`src/rtl/avm_pkg.sv`:
```
// Shared definitions for the UART Avalon-MM access path: register map,
// status bit positions and the arbiter FSM state type.
package avm_pkg;

  // UART register offsets as seen on the Avalon address bus.
  typedef enum logic [4:0] {
    RX_BASE     = 5'd0,
    TX_BASE     = 5'd4,
    STATUS_BASE = 5'd8
  } uart_reg_e;

  // Bit positions inside the STATUS register.
  typedef enum int {
    TX_OK_BIT = 6,
    RX_OK_BIT = 7
  } uart_status_bit_e;

  typedef enum logic [0:0] {
    S_IDLE = 1'b0,
    S_BUS  = 1'b1
  } arb_state_e;

endpackage

```
`src/rtl/avm_uart_arbiter_if.sv`:
```
// Requester-side request/response signals plus the Avalon-MM master bus.
// The master modport is the arbiter's view; slave is the environment's.
interface avm_uart_arbiter_if #(
  parameter int N_REQ  = 2,
  parameter int ADDR_W = 5,
  parameter int DATA_W = 32
);

  logic [N_REQ-1:0]        req_valid;
  logic [N_REQ-1:0]        req_write;
  logic [N_REQ*ADDR_W-1:0] req_address;
  logic [N_REQ*DATA_W-1:0] req_writedata;
  logic [N_REQ-1:0]        req_done;
  logic [DATA_W-1:0]       rsp_readdata;
  logic                    rsp_error;

  logic [ADDR_W-1:0]       avm_address;
  logic                    avm_read;
  logic                    avm_write;
  logic [DATA_W-1:0]       avm_writedata;
  logic [DATA_W-1:0]       avm_readdata;
  logic                    avm_waitrequest;

  modport master (
    input  req_valid, req_write, req_address, req_writedata,
    input  avm_readdata, avm_waitrequest,
    output req_done, rsp_readdata, rsp_error,
    output avm_address, avm_read, avm_write, avm_writedata
  );

  modport slave (
    output req_valid, req_write, req_address, req_writedata,
    output avm_readdata, avm_waitrequest,
    input  req_done, rsp_readdata, rsp_error,
    input  avm_address, avm_read, avm_write, avm_writedata
  );

endinterface

```
`src/rtl/avm_uart_arbiter_rr_pick.sv`:
```
// Combinational round-robin selector: first set request bit searching
// upward from last_grant_i+1, wrapping modulo N_REQ.
module rr_pick #(
  parameter int N_REQ = 2,
  parameter int IDX_W = (N_REQ > 1) ? $clog2(N_REQ) : 1
) (
  input  logic [N_REQ-1:0] req_i,
  input  logic [IDX_W-1:0] last_grant_i,
  output logic             any_o,
  output logic [IDX_W-1:0] grant_o
);

  always_comb begin
    int idx;
    any_o   = 1'b0;
    grant_o = '0;
    idx     = 0;
    // Offset N_REQ lands back on last_grant_i, so it is checked last.
    for (int off = 1; off <= N_REQ; off++) begin
      idx = (int'(last_grant_i) + off) % N_REQ;
      if (!any_o && req_i[IDX_W'(idx)]) begin
        any_o   = 1'b1;
        grant_o = IDX_W'(idx);
      end
    end
  end

endmodule

```
`src/rtl/avm_uart_arbiter.sv`:
```
// Round-robin arbiter sharing one Avalon-MM master between N_REQ requesters;
// one access in flight, strobe 1 cycle after request, done 1 cycle after waitrequest drops.
module avm_uart_arbiter
  import avm_pkg::*;
#(
  parameter int N_REQ   = 2,
  parameter int ADDR_W  = 5,
  parameter int DATA_W  = 32,
  parameter int TIMEOUT = 255
) (
  input logic                avm_clk,
  input logic                avm_rst,
  avm_uart_arbiter_if.master bus
);

  localparam int IDX_W = (N_REQ > 1) ? $clog2(N_REQ) : 1;
  localparam int CNT_W = $clog2(TIMEOUT + 1);

  arb_state_e        state_q, state_d;
  logic [IDX_W-1:0]  grant_q, grant_d;
  logic [IDX_W-1:0]  last_q, last_d;
  logic [ADDR_W-1:0] addr_q, addr_d;
  logic [DATA_W-1:0] wdata_q, wdata_d;
  logic              rd_q, rd_d;
  logic              wr_q, wr_d;
  logic [N_REQ-1:0]  done_q, done_d;
  logic [DATA_W-1:0] rdata_q, rdata_d;
  logic              err_q, err_d;
  logic [CNT_W-1:0]  cnt_q, cnt_d;

  logic [N_REQ-1:0]  req_eff;
  logic              pick_any;
  logic [IDX_W-1:0]  pick_idx;

  // The requester just completed may still hold req_valid this cycle;
  // masking it keeps the finished access from being issued twice.
  assign req_eff = bus.req_valid & ~done_q;

  rr_pick #(
    .N_REQ (N_REQ),
    .IDX_W (IDX_W)
  ) u_rr_pick (
    .req_i        (req_eff),
    .last_grant_i (last_q),
    .any_o        (pick_any),
    .grant_o      (pick_idx)
  );

  always_comb begin
    state_d = state_q;
    grant_d = grant_q;
    last_d  = last_q;
    addr_d  = addr_q;
    wdata_d = wdata_q;
    rd_d    = rd_q;
    wr_d    = wr_q;
    done_d  = '0;
    rdata_d = rdata_q;
    err_d   = err_q;
    cnt_d   = cnt_q;

    case (state_q)
      S_IDLE: begin
        rd_d = 1'b0;
        wr_d = 1'b0;
        if (pick_any) begin
          grant_d = pick_idx;
          addr_d  = bus.req_address[int'(pick_idx)*ADDR_W +: ADDR_W];
          wdata_d = bus.req_writedata[int'(pick_idx)*DATA_W +: DATA_W];
          wr_d    = bus.req_write[pick_idx];
          rd_d    = ~bus.req_write[pick_idx];
          cnt_d   = '0;
          state_d = S_BUS;
        end
      end

      S_BUS: begin
        if (!bus.avm_waitrequest) begin
          rd_d            = 1'b0;
          wr_d            = 1'b0;
          done_d[grant_q] = 1'b1;
          err_d           = 1'b0;
          if (rd_q) begin
            rdata_d = bus.avm_readdata;
          end
          last_d  = grant_q;
          state_d = S_IDLE;
        end else if (cnt_q == CNT_W'(TIMEOUT - 1)) begin
          // This stalled cycle is the TIMEOUT-th one: give up on the slave.
          rd_d            = 1'b0;
          wr_d            = 1'b0;
          done_d[grant_q] = 1'b1;
          err_d           = 1'b1;
          rdata_d         = '0;
          last_d          = grant_q;
          state_d         = S_IDLE;
        end else begin
          cnt_d = cnt_q + CNT_W'(1);
        end
      end

      default: begin
        rd_d    = 1'b0;
        wr_d    = 1'b0;
        state_d = S_IDLE;
      end
    endcase
  end

  always_ff @(posedge avm_clk or posedge avm_rst) begin
    if (avm_rst) begin
      state_q <= S_IDLE;
      grant_q <= '0;
      last_q  <= IDX_W'(N_REQ - 1);
      addr_q  <= '0;
      wdata_q <= '0;
      rd_q    <= 1'b0;
      wr_q    <= 1'b0;
      done_q  <= '0;
      rdata_q <= '0;
      err_q   <= 1'b0;
      cnt_q   <= '0;
    end else begin
      state_q <= state_d;
      grant_q <= grant_d;
      last_q  <= last_d;
      addr_q  <= addr_d;
      wdata_q <= wdata_d;
      rd_q    <= rd_d;
      wr_q    <= wr_d;
      done_q  <= done_d;
      rdata_q <= rdata_d;
      err_q   <= err_d;
      cnt_q   <= cnt_d;
    end
  end

  assign bus.avm_address   = addr_q;
  assign bus.avm_writedata = wdata_q;
  assign bus.avm_read      = rd_q;
  assign bus.avm_write     = wr_q;
  assign bus.req_done      = done_q;
  assign bus.rsp_readdata  = rdata_q;
  assign bus.rsp_error     = err_q;

  strobe_exclusive_a : assert property (
    @(posedge avm_clk) disable iff (avm_rst) !(rd_q && wr_q)
  );

endmodule

```
`src/flat_wrapper.sv`:
```
// flat-port wrapper written by rule: the top's interface ports become plain ports
module avm_uart_arbiter_flat import avm_pkg::*;
#(
  parameter int N_REQ   = 2,
  parameter int ADDR_W  = 5,
  parameter int DATA_W  = 32,
  parameter int TIMEOUT = 255
)
  (avm_clk, avm_rst, bus_req_valid, bus_req_write, bus_req_address, bus_req_writedata, bus_avm_readdata, bus_avm_waitrequest, bus_req_done, bus_rsp_readdata, bus_rsp_error, bus_avm_address, bus_avm_read, bus_avm_write, bus_avm_writedata);
  avm_uart_arbiter_if #(.N_REQ(N_REQ), .ADDR_W(ADDR_W), .DATA_W(DATA_W)) bus_i ();
  input logic avm_clk;
  input logic avm_rst;
  input wire logic [$bits(bus_i.req_valid)-1:0] bus_req_valid;
  input wire logic [$bits(bus_i.req_write)-1:0] bus_req_write;
  input wire logic [$bits(bus_i.req_address)-1:0] bus_req_address;
  input wire logic [$bits(bus_i.req_writedata)-1:0] bus_req_writedata;
  input wire logic [$bits(bus_i.avm_readdata)-1:0] bus_avm_readdata;
  input wire logic [$bits(bus_i.avm_waitrequest)-1:0] bus_avm_waitrequest;
  output wire logic [$bits(bus_i.req_done)-1:0] bus_req_done;
  output wire logic [$bits(bus_i.rsp_readdata)-1:0] bus_rsp_readdata;
  output wire logic [$bits(bus_i.rsp_error)-1:0] bus_rsp_error;
  output wire logic [$bits(bus_i.avm_address)-1:0] bus_avm_address;
  output wire logic [$bits(bus_i.avm_read)-1:0] bus_avm_read;
  output wire logic [$bits(bus_i.avm_write)-1:0] bus_avm_write;
  output wire logic [$bits(bus_i.avm_writedata)-1:0] bus_avm_writedata;
  assign bus_i.req_valid = bus_req_valid;
  assign bus_i.req_write = bus_req_write;
  assign bus_i.req_address = bus_req_address;
  assign bus_i.req_writedata = bus_req_writedata;
  assign bus_i.avm_readdata = bus_avm_readdata;
  assign bus_i.avm_waitrequest = bus_avm_waitrequest;
  assign bus_req_done = bus_i.req_done;
  assign bus_rsp_readdata = bus_i.rsp_readdata;
  assign bus_rsp_error = bus_i.rsp_error;
  assign bus_avm_address = bus_i.avm_address;
  assign bus_avm_read = bus_i.avm_read;
  assign bus_avm_write = bus_i.avm_write;
  assign bus_avm_writedata = bus_i.avm_writedata;
  avm_uart_arbiter #(.N_REQ(N_REQ), .ADDR_W(ADDR_W), .DATA_W(DATA_W), .TIMEOUT(TIMEOUT)) u_core (.avm_clk(avm_clk), .avm_rst(avm_rst), .bus(bus_i));
endmodule
```
`config.mk`:
```
export PLATFORM = sky130hd
export DESIGN_NAME = avm_uart_arbiter_flat
export DESIGN_NICKNAME = d
export VERILOG_FILES = /design/src/rtl/avm_pkg.sv /design/src/rtl/avm_uart_arbiter_if.sv /design/src/rtl/avm_uart_arbiter_rr_pick.sv /design/src/rtl/avm_uart_arbiter.sv /design/src/flat_wrapper.sv
export SDC_FILE = /design/constraint.sdc
export NUM_CORES = 1
export LEC_CHECK = 0
export CAP_MARGIN = 20
export CELL_PAD_IN_SITES_DETAIL_PLACEMENT = 0
export CELL_PAD_IN_SITES_GLOBAL_PLACEMENT = 1
export CORE_UTILIZATION = 30
export DETAILED_ROUTE_END_ITERATION = 10
export PLACE_DENSITY_LB_ADDON = 0.15
export SYNTH_ARGS = -nofsm -noshare
export SYNTH_HDL_FRONTEND = slang
export SYNTH_SLANG_ARGS = --single-unit
```
`constraint.sdc`:
```
create_clock -name avm_clk -period 3.3 [get_ports avm_clk]
set_input_delay 0.495 -clock avm_clk [delete_from_list [all_inputs] [get_ports avm_clk]]
set_output_delay 0.495 -clock avm_clk [all_outputs]
set_load 0.05 [all_outputs]
```
== After elaboration in Yosys (flattened, before gate mapping) ==
Index checks and enable logic that the tools add are counted.

* Register bits: 85
* Bits of input ports: 113
* Output and inout bits: 74
* Word-level logic and storage cells: 76

* Add/sub/neg operators: 3
* Multiply operators: 1
* $lt $le $gt $ge: 5
* Eq/ne operators: 6
* Shift operators: 2
* Multiplexer cells: 36
* Bitwise operators: 4
* Reduce and logical (&&, ||, !) cells: 8

{| class="wikitable"
|+ Operators by type and width
! cell !! number
|-
| two-way mux 32 bit || 3
|-
| variable part select 64 x 7 -> 32 bit || 1
|-
| variable part select 10 x 32 -> 5 bit || 1
|-
| two-way mux 8 bit || 3
|-
| two-way mux 1 bit || 22
|-
| case mux 8 bit (2 select lines) || 1
|-
| adder 8 x 1 -> 8 bit, second input constant || 1
|-
| == test 8 bit, second input constant || 1
|-
| < comparator 1 x 3 -> 1 bit, second input constant || 2
|-
| two-way mux 2 bit || 3
|-
| case mux 1 bit (2 select lines) || 3
|-
| AND reduction 3 bit || 2
|-
| < comparator 1 x 2 -> 1 bit, second input constant || 2
|-
| multiplier 1 x 3 -> 4 bit, second input constant || 1
|-
| inequality test 2 x 1 -> 1 bit, second input constant || 2
|-
| inequality test 2 bit, second input constant || 2
|-
| AND reduction 2 bit || 2
|-
| inequality test 3 bit, second input constant || 1
|-
| inverter 1 bit || 3
|-
| adder 1 bit, second input constant || 2
|-
| logical AND 1 bit || 2
|-
| nonzero test 2 bit || 1
|-
| AND 1 bit || 1
|-
| demux 1 bit (select 1 bit) || 1
|-
| other kinds (2) || 2
|}

== Longest topological paths before layout ==
* Word-level depth: 13
* Mapped depth: 7
* Gate-level depth less buffers: 6

== By module ==
A second synthesis with hierarchy kept.

* Cells, all modules: 311
* Area, all modules: 3677.3 sq um

{| class="wikitable"
|+ Modules (own cells, without submodules)
! module !! instances !! cells each !! area each (sq um) !! seq. area each (sq um)
|-
| avm_uart_arbiter || 1 || 309 || 3656.0 || 2128.3
|-
| rr_pick || 1 || 2 || 21.3 || 0.0
|}

== Worst setup path before layout ==
Ideal clock, no wire load.

* Path type: register to register
* From: register u_core.done_q[0] (netlist: u_core.bus.req_done[0])
* To: register u_core.wdata_q[10] (netlist: u_core.bus.avm_writedata[10])
* Library setup time: 133 ps
* Arrival: 1473 ps
* Data required time: 3167 ps
* Slack: 1694 ps
* Cell stages (with the launch flop): 7
* Path buffers: 2
* Period minus slack after synthesis: 1606 ps
* Cells stage by stage: dfrtp_1 > nand2b_1 > or2_1 > clkbuf_1 > clkbuf_1 > nand2_1 > o21ai_0

* Word-level cells in the longest chain between the ends: 9
* Elaborated cells between the ends (all ways): 14
* Those cells by class: shift: 1; mux: 8; bitwise: 2; reduce/logical: 3

{| class="wikitable"
|+ RTL lines
! element !! RTL line !! RTL
|-
| from (decl) || avm_uart_arbiter.sv:26 || <nowiki>logic [N_REQ-1:0] done_q, done_d;</nowiki>
|-
| from (signal assigned) || avm_uart_arbiter.sv:131 || <nowiki>done_q <= done_d;</nowiki>
|-
| inverter 1 bit (*) || avm_uart_arbiter.sv:37 || <nowiki>assign req_eff = bus.req_valid & ~done_q;</nowiki>
|-
| AND 1 bit (*) || avm_uart_arbiter.sv:37 ||
|-
| two-way mux 1 bit (implied by the code) (2 in series) || avm_uart_arbiter_rr_pick.sv:21 || <nowiki>if (!any_o && req_i[IDX_W'(idx)]) begin</nowiki>
|-
| two-way mux 1 bit || avm_uart_arbiter_rr_pick.sv:21 ||
|-
| logical NOT 1 bit || avm_uart_arbiter_rr_pick.sv:21 ||
|-
| logical AND 1 bit || avm_uart_arbiter_rr_pick.sv:21 ||
|-
| two-way mux 1 bit || avm_uart_arbiter_rr_pick.sv:21 ||
|-
| variable part select 64 x 7 -> 32 bit or AND reduction 2 bit (tied branches) || n/a ||
|-
| to (signal assigned) || avm_uart_arbiter.sv:128 || <nowiki>wdata_q <= wdata_d;</nowiki>
|-
| to (decl) || avm_uart_arbiter.sv:23 || <nowiki>logic [DATA_W-1:0] wdata_q, wdata_d;</nowiki>
|}

Mark *: on every way between the ends. The rest lies on a longest branch, timed or not. The select of a mux whose other input is x is not followed.
A chain may end at the register's enable or synchronous reset.

== Final worst setup path ==
* From: register u_core.rd_q (netlist: u_core.bus.avm_read)
* To: output port bus_avm_read

{| class="wikitable"
|+ RTL lines
! element !! RTL line !! RTL
|-
| from (decl) || avm_uart_arbiter.sv:24 || <nowiki>logic rd_q, rd_d;</nowiki>
|-
| from (signal assigned) || avm_uart_arbiter.sv:129 || <nowiki>rd_q <= rd_d;</nowiki>
|-
| to (decl) || flat_wrapper.sv:23 || <nowiki>output wire logic [$bits(bus_i.avm_read)-1:0] bus_avm_read;</nowiki>
|}

No word-level cell between the ends.

==> metrics <==
result of the run=finished with violations; failing checks=design-rule violations; TritonCTS buffer count=9; floorplan die area=0.0126 mm2; Core Box Area=0.0116 mm2; input/output buffers=185; CP bufs+invs=1; number of different library cells in the post-synthesis netlist=37; Setup WS pre-CTS=between 1 and 1.5 ns; instance area after placement=0.00562 mm2; final worst-path setup slack=1.23 ns; vertical die dimension=112 um; layer carrying the most global-route usage=met2; LEAKAGE=2.68 nW; data arrival time of the worst path=1.58 ns; number of sinks on the clock net=85; die width=roughly 110 um; total power density per cell area=1040 mW/mm2; slew at the pin closest to its max-slew limit=around 0.67 ns; number of pins exceeding their max-slew limit in the final report=0; slew margin rel.=between 50% and 60%; maximum fanout count along the critical path=4; GRT met1 Usage=19.3%; 1st-iter DRT viols=178; Post CTS Setup Buffer Count=0; portion of the clock cycle consumed by the worst path in the final layout=62.8%; wire length of the first global-routing pass=14,700 um; worst-case clock buffer depth=2; placer's final routability congestion estimate=between 0.7 and 0.8; worst clock skew on the final layout=approximately 0.0055 ns; share of synthesized area occupied by flip-flops and latches=58.4%; Multi-input gate area=0.00136 mm2; combined flip-flop and latch cell area=0.00213 mm2; number of nets in the layout=603; clock transition time at the flip-flop clock pins of the worst setup and hold paths=0.06 ns; ratio of cells with drive above 1 in the final layout=6.49%; cells traversed along the worst timing path=clkdlybuf4s50_1; Pre-Repair DR Iteration Count=9; top cell type by total area after synthesis=sky130_fd_sc_hd__dfrtp_1; post-synth design cell area=around 0.0036 mm2; Antenna Violating Nets Remaining=0; overflow left after global routing=0; count of final setup violators=0; Total Routing Usage GR=between 10% and 20%; number of placement rows=39; nets in the synthesized netlist=424; via count of the first global-routing pass=2,884; cell count after synthesis=between 300 and 400; maximum number of pins on one net before global-route repair=81; Worst Setup End Kind=output port; number of hold-repair buffers added at the cts stage=0; Antenna Cells=0; M2 GR Usage=between 20% and 30%; clock tree from TritonCTS=built; Layout Area Growth over Synthesis=63.2%; maximum resistive drop on vdd=between 0.0004 and 0.0005 V; YS warnings=0; setup repair after global routing missed its margin=false; most used cells in the layout excluding fill and tap cells=sky130_fd_sc_hd__clkdlybuf4s50_1, sky130_fd_sc_hd__dfrtp_1, sky130_fd_sc_hd__nand2_1; crit path max-delay cell type=sky130_fd_sc_hd__clkdlybuf4s50_1; HPWL after detailed placement=about 6600 um; detailed-route vias per instance=4.66; aggregate routed wire length=9070 um; Final Hold Viols=0; startpoint types=register; R2R setup slack=1.37 ns; grt met3 use=5.13%; register bit total from synthesis=85; time the worst path needs with I/O delays and setup=2.07 ns; worst hold slack=0.464 ns; accumulated negative setup slack=0 ns; H-tree Lvls=3; Hold WC Path Type=register to register; delay of the slowest critical-path stage=about 0.84 ns; reported max-cap violation count=0; latest clock arrival within the worst-skew pair=between 0.3 and 0.4 ns; number of antenna violations at the first check in global routing=0; kind of critical path=register to output port; layout filler cell count=around 1,100; number of remaining DRC errors=14; CTS-repair resized insts=0; master cell of the clock root buffer=sky130_fd_sc_hd__clkbuf_16; Initial Util=31.4%; delay-heaviest family, CP=buffers and inverters; portion of synthesized cell area occupied by the leading cell type=57.7%; maximum operating frequency=0.483 GHz; Non-Filler Cell Area, Final=0.00594 mm2; required time worst endpoint=2.80 ns; most common library cell in the layout ignoring fill and taps=sky130_fd_sc_hd__clkdlybuf4s50_1; average cell area after synthesis=11.8 um2; Via Count=between 2,000 and 3,000; average detailed-routed wire length per instance=~14 um; Top-Level Pins=between 150 and 200; Synth area leaders=sky130_fd_sc_hd__dfrtp_1, sky130_fd_sc_hd__mux2i_1, sky130_fd_sc_hd__a22o_1
-- through the flow --
stage	util [%]	cells	power [mW]
finish	51.2	636	6.17
floorplan	-	309	3.96
CTS	51.2	636	6.25
detailed placement	48.4	620	5.12
global route	51.2	636	6.49
global placement	48.1	619	5.10
-- logic make-up after synthesis --
| group | share of synthesized area (%) |
|---|---|
| flip-flops | 58.4 |
| AO/OA/AOI/OAI | 16.1 |
| buffers and inverters | 4.15 |
| AND/OR/NAND/NOR | 8.79 |
| adder cells (fa/ha/maj) | 0.687 |
| multiplexers | 11.9 |
-- worst register-to-register path: stages, from the launching register on --
cell and delay, ns:
sky130_fd_sc_hd__dfstp_2 0.94, sky130_fd_sc_hd__buf_4 0.44, sky130_fd_sc_hd__mux2i_1 0.28, sky130_fd_sc_hd__o21ai_0 0.11
-- synthesized netlist by cell type --
cell type and instances:
sky130_fd_sc_hd__buf_4 3, sky130_fd_sc_hd__o211ai_1 1, sky130_fd_sc_hd__o21ai_1 1, sky130_fd_sc_hd__buf_2 7
sky130_fd_sc_hd__a211o_1 1, sky130_fd_sc_hd__a22o_2 2, sky130_fd_sc_hd__nor3_2 1, sky130_fd_sc_hd__a22o_1 31
sky130_fd_sc_hd__nor2_1 2, sky130_fd_sc_hd__nor2_4 1, sky130_fd_sc_hd__and2_1 1, sky130_fd_sc_hd__a2bb2oi_1 1
sky130_fd_sc_hd__nor2b_1 1, sky130_fd_sc_hd__and3_1 4, sky130_fd_sc_hd__mux2_2 2, sky130_fd_sc_hd__nand2b_1 1
sky130_fd_sc_hd__o2bb2ai_1 1, sky130_fd_sc_hd__nand4_1 1, sky130_fd_sc_hd__o21ba_1 1, sky130_fd_sc_hd__o41ai_1 1
sky130_fd_sc_hd__mux2i_1 41, sky130_fd_sc_hd__and2b_2 1, sky130_fd_sc_hd__dfstp_2 1, sky130_fd_sc_hd__o21ai_0 41
sky130_fd_sc_hd__nand4_4 1, sky130_fd_sc_hd__nor3_1 2, sky130_fd_sc_hd__ha_1 2, sky130_fd_sc_hd__inv_1 4
sky130_fd_sc_hd__buf_6 4, sky130_fd_sc_hd__a21o_1 3, sky130_fd_sc_hd__dfrtp_1 84, sky130_fd_sc_hd__clkbuf_1 9
sky130_fd_sc_hd__or2_1 1, sky130_fd_sc_hd__nand3_1 4, sky130_fd_sc_hd__o21ai_2 1, sky130_fd_sc_hd__nand2_1 45
sky130_fd_sc_hd__nor4_1 1
-- per-layer routing --
metal	routed length [um]	part of all wire (%)
met5	0	0
met4	167	1.8
met3	1040	11
met2	4000	44
met1	3860	43
-- cell type report --
type                    instances  area share [%]
clock buffers                  13            4.38
multi-input cells             197            22.9
repair buffers                191            32.5
well taps                     143            3.01
flip-flops and latches         85            35.8
inverters                       4           0.274
clock inverters                 3            1.14
-- worst paths after layout --
check,startpoint,to,cells past startpoint
max,u_core.bus.avm_read,bus_avm_read,1
min,u_core.grant_q,u_core.bus.req_done[0],1
max reg2reg,u_core.last_q,u_core.bus.avm_writedata[14],3
min reg2reg,u_core.grant_q,u_core.bus.req_done[0],1
max in group asynchronous,avm_rst,u_core.bus.avm_writedata[27],3
min in group asynchronous,avm_rst,u_core.bus.rsp_readdata[14],2
-- state kept, by name, summed over array words and instances (netlist names) --
| signal | flops |
|---|---|
| u_core.bus.avm_write | 1 |
| u_core.bus.avm_read | 1 |
| u_core.bus.avm_address | 5 |
| u_core.bus.rsp_error | 1 |
| u_core.bus.avm_writedata | 32 |
| u_core.bus.rsp_readdata | 32 |
| u_core.cnt_q | 8 |
| u_core.grant_q | 1 |
| u_core.last_q | 1 |
| u_core.bus.req_done | 2 |
| u_core.state_q | 1 |
-- where the power goes --
group          internal (mW)  switching, mW  total [mW]
clock network          0.705          0.393        1.10
logic                   1.20           2.06        3.26
registers               1.50          0.319        1.82
(Power assumes the default switching activity.)
